$ cat src/rtl/rotor_table_loader.sv
// Streams one rotor's 26 forward-wiring letters into the shared rotor RAM and writes each forward and backward entry.
// Defining ROTOR_PERM_CHECK_EN rejects repeated letters, so that a completed load always holds a valid inverse.
module rotor_table_loader #(
  parameter int NUM_ROTORS = 8
) (
  input  logic        clk,
  input  logic        reset,
  input  logic        start,
  input  logic [15:0] rotor_type,
  input  logic        in_valid,
  output logic        in_ready,
  input  logic [15:0] in_letter,
  output logic        wr_en,
  output logic [8:0]  wr_addr,
  output logic [15:0] wr_data,
  output logic        busy,
  output logic        done,
  output logic        error
);

  typedef enum logic [1:0] {IDLE, LOAD, INV, DONE} state_t;

  localparam logic [15:0] NUM_ROTORS_W = 16'(NUM_ROTORS);

  state_t      state_q, state_d;
  logic [8:0]  base_q;
  logic [4:0]  idx_q;
  logic [4:0]  letter_q;
  logic        error_q;
  logic        type_ok;
  logic        letter_in_range;
  logic        letter_dup;
  logic        letter_ok;

  assign type_ok         = (rotor_type < NUM_ROTORS_W);
  assign letter_in_range = (in_letter <= 16'd25);

`ifdef ROTOR_PERM_CHECK_EN
  logic [25:0] seen_q;
  assign letter_dup = letter_in_range && seen_q[in_letter[4:0]];
`else
  assign letter_dup = 1'b0;
`endif

  assign letter_ok = letter_in_range && !letter_dup;

  // The addresses use 9-bit arithmetic. This gives the same result as summing in 16 bits and then truncating.
  always_comb begin
    // NOTE: every output gets a default first, so that no path can infer a latch.
    state_d  = state_q;
    in_ready = 1'b0;
    wr_en    = 1'b0;
    wr_addr  = '0;
    wr_data  = '0;
    unique case (state_q)
      IDLE: if (start && type_ok) state_d = LOAD;
      LOAD: begin
        in_ready = 1'b1;
        if (in_valid) begin
          if (letter_ok) begin
            wr_en   = 1'b1;
            wr_addr = base_q + 9'(idx_q);
            wr_data = in_letter;
            state_d = INV;
          end else begin
            state_d = IDLE;
          end
        end
      end
      INV: begin
        wr_en   = 1'b1;
        wr_addr = base_q + 9'd26 + 9'(letter_q);
        wr_data = 16'(idx_q);
        state_d = (idx_q == 5'd25) ? DONE : LOAD;
      end
      DONE: state_d = IDLE;
      default: state_d = IDLE;
    endcase
  end

  always_ff @(posedge clk or posedge reset) begin
    if (reset) begin
      // NOTE: all sequential state is written with non-blocking assignments, so that every register sees pre-edge values.
      state_q  <= IDLE;
      base_q   <= '0;
      idx_q    <= '0;
      letter_q <= '0;
      error_q  <= 1'b0;
`ifdef ROTOR_PERM_CHECK_EN
      seen_q   <= '0;
`endif
    end else begin
      state_q <= state_d;
      unique case (state_q)
        IDLE: if (start) begin
          if (type_ok) begin
            base_q  <= 9'(rotor_type * 16'd52);
            idx_q   <= '0;
            error_q <= 1'b0;
`ifdef ROTOR_PERM_CHECK_EN
            seen_q  <= '0;
`endif
          end else begin
            error_q <= 1'b1;
          end
        end
        LOAD: if (in_valid) begin
          if (letter_ok) begin
            letter_q <= in_letter[4:0];
`ifdef ROTOR_PERM_CHECK_EN
            seen_q[in_letter[4:0]] <= 1'b1;
`endif
          end else begin
            error_q <= 1'b1;
          end
        end
        INV: if (idx_q != 5'd25) idx_q <= idx_q + 5'd1;
        default: ;
      endcase
    end
  end

  assign busy  = (state_q == LOAD) || (state_q == INV);
  assign done  = (state_q == DONE);
  assign error = error_q;

endmodule

$ cat config.mk
export PLATFORM = sky130hd
export DESIGN_NAME = rotor_table_loader
export DESIGN_NICKNAME = d
export VERILOG_FILES = /design/src/rtl/rotor_table_loader.sv
export SDC_FILE = /design/constraint.sdc
export NUM_CORES = 1
export LEC_CHECK = 0
export CAP_MARGIN = 10
export CELL_PAD_IN_SITES_DETAIL_PLACEMENT = 2
export CELL_PAD_IN_SITES_GLOBAL_PLACEMENT = 2
export CORE_MARGIN = 4
export CORE_UTILIZATION = 24
export DETAILED_ROUTE_END_ITERATION = 10
export HOLD_SLACK_MARGIN = 0.05
export PLACE_DENSITY = 0.84
export REMOVE_ABC_BUFFERS = 1
export SLEW_MARGIN = 20
export SYNTH_ARGS = -nofsm -noshare
export SYNTH_HDL_FRONTEND = slang
export SYNTH_SLANG_ARGS = --single-unit
$ cat constraint.sdc
create_clock -name clk -period 2.5 [get_ports clk]
set_clock_uncertainty 0.1 [all_clocks]
set_input_delay 0.625 -clock clk [delete_from_list [all_inputs] [get_ports clk]]
set_output_delay 0.625 -clock clk [all_outputs]
set_load 0.02 [all_outputs]
==> metrics <==
drt first-iter violations 93; most frequent cells after synthesis inv_1 (29), ha_1 (24), nand2_1 (24); Fmax 308 MHz; mux cell area share after synthesis 4.81%; Worst-Skew Late Latency 0.28 ns; GRT overflow 0; R2R depth 10; Synth async-reset ratio 100%; Worst Hold Launch letter_q[0]$_DFFE_PP0P_; outcome complete, but fails checks; crit-path max FO 5; prevailing post-synth register cell dfrtp_1; Netlist cell types 50; post-synth top area share 25.0%; combinational family with the most area after synthesis adder cells; first-pass GRT wire length 14.3 mm; Peak VDD IR 0.171 mV; min Tclk post-route 3.25 ns; RSZ-0062 raised after global routing yes; synth top area cells dfrtp_1 (25%), ha_1 (15%), inv_1 (5.4%); hold buffers post-CTS 0; Setup crit start state_q[1]$_DFFE_PP0P_; Critical Path RT 1.77 ns; Antenna Cells 0; initial antenna violation count 0; via total after detailed routing 2284; Chip Height 99.4 µm; Final nets 433; worst hold margin 0.440 ns; RePlAce Congestion 0.759; Final Max Slew Viols 0; r2r setup slk 0 ns; Post-synth EDFFs 0; post-route ant nets 0; CP peak stage delay 0.42 ns; vias in the first global route 2639; Mapped Avg Cell Area 8.60 µm²; Worst Slack Setup Final -0.748 ns; Worst Hold Class reg2reg; initial core utilization 24.5%; Crit. End Element output port; Final period util 130%; Yosys warning count 0; Synth Area in Simple Gates 16.3%; Static Leak 0.00171 µW; cell row count 33; category of the most critical setup path reg2out; fraction of layout cells with a size suffix above 1 48.0%; Yosys reg bits 20; core region area 8180 µm²; WL final 9.93 mm; Final Hold Viols 0; Cell Chain, Critical Path inv_2 -> ha_4 -> nor4b_4 -> nand4_1 -> buf_4 -> or2_4 -> buf_4 -> nor2_2 -> o31a_1 -> buf_6; crit path launch type register; Syn Inst Count 233; die area 9880 µm²; post-synthesis compound-gate area fraction 17.2%; Power Total 1350 µW; CTS tree yes; Worst path most repeated cell buf_4; setup_tns -8.99 ns; count leader, synth inv_1; IO Pins 66; first drt pass iteration count 4; CTS Sinks 20; total CTS buffers 3; xor and xnor area share after synthesis 5.24%; area grow syn2layout 83.7%; gr usage total 18.3%; Post-Synth Adder-Cell Area 20.0%; largest net degree at the start of global routing 21; PortBufs 54; Max Buffers Root-to-Sink 2; failing checks negative setup slack; Post-Syn Area 2000 µm²; clock tree root driver cell clkbuf_8; Worst R2R Start state_q[0]$_DFFE_PP0P_; fillers 869; H-tree depth 1; final setup violation count 15; reg2reg end idx_q[2]$_DFFE_PP0P_; vias per cell 4.84; DP HPWL 6.44 mm; pwr dens 367 nW/µm²; CP Data Arrival Time 2.52 ns; Residual DRC 0; max_cap viols 0; post-synthesis sequential area ratio 25.0%; register clock-pin slew on the reported worst setup and hold paths 0.09 ns; Die X 99.4 µm; hold path depth 2; CP max stage cell dfrtp_1; routed len/inst 21.0 µm; post-synth top area cell dfrtp_1; hold worst-path end letter_q[0]$_DFFE_PP0P_
==> stage by stage <==
stage	setup WS [ns]	cell area, µm²	utilization [%]	std cells
final	-0.748	3680	45.0	472
after global routing	-0.819	3680	45.0	472
after CTS	-0.767	3390	41.4	459
after detailed placement	-1.29	3060	37.4	445
after global placement	-1.28	3060	37.4	445
after floorplan	-0.580	1920	-	226
==> layout by cell type, fill, tap and decap left out, types with 10 or more instances in the layout <==
cell             instances
inv_1                   23
dlygate4sd2_1           10
nor2_1                  15
dfrtp_1                 19
clkdlybuf4s50_1         17
buf_6                   15
ha_1                    12
ha_4                    11
conb_1                  11
nand2_1                 19
buf_4                   81
==> metal layers <==
metal	wire, µm	GRT usage (%)
met2	5700	36.6
met3	372	2.38
met5	0	0
met4	223	4.10
met1	3640	20.3
==> how the worst max path moves through the flow <==
| stage | slack [ns] | end | cells past startpoint |
|---|---|---|---|
| global route | -0.82 | wr_addr[6] | 10 |
| floorplan | -0.58 | wr_addr[6] | 7 |
| global placement | -1.28 | wr_addr[6] | 7 |
| CTS | -0.77 | wr_addr[8] | 9 |
| finish | -0.75 | wr_addr[7] | 10 |
| detailed placement | -1.29 | wr_addr[6] | 7 |
==> power breakdown <==
part | internal, µW | total (µW) | leakage (µW) | switching [µW]
registers | 332 | 345 | 0.000260 | 12.8
clock network | 141 | 276 | 0.0000288 | 134
logic | 332 | 732 | 0.00142 | 400
total | 805 | 1350 | 0.00171 | 547
==> cell families after synthesis <==
family	count (synthesis)
muxes	7
buffers and inverters	46
adders and majority gates	29
xor gates and xnor gates	12
DFF	20
and+or+nand+nor	66
other	1
AOI/OAI and AO/OA	52
==> area by class of cell <==
cell class	count	area (µm²)	area share, %
multi-input cells	177	1720	46.7
repair buffers	137	1160	31.6
flip-flops and latches	20	502	13.6
well taps	105	131	3.57
inverters	29	111	3.02
clock buffers	4	55.1	1.50
==> state kept, by name (all words and copies together), names as in the netlist <==
| name | count |
|---|---|
| error | 1 |
| idx_q | 5 |
| state_q | 2 |
| letter_q | 5 |
| base_q | 7 |
==> critical path: cells and delay by family (launching register included) <==
| family | cells | cell delay (ns) |
|---|---|---|
| adders and majority gates | 1 | 0.14 |
| and+or+nand+nor | 4 | 0.86 |
| AOI/OAI and AO/OA | 1 | 0.21 |
| DFF | 1 | 0.42 |
| buffers and inverters | 4 | 0.60 |
==> repair_timing <==
item | 4_1_cts | 5_1_grt
setup endpoints to repair | 20 | 24
pin swaps | 42 | 43
gates resized for setup | 175 | 43
setup buffers | 11 | 14
(Power assumes the default switching activity.)
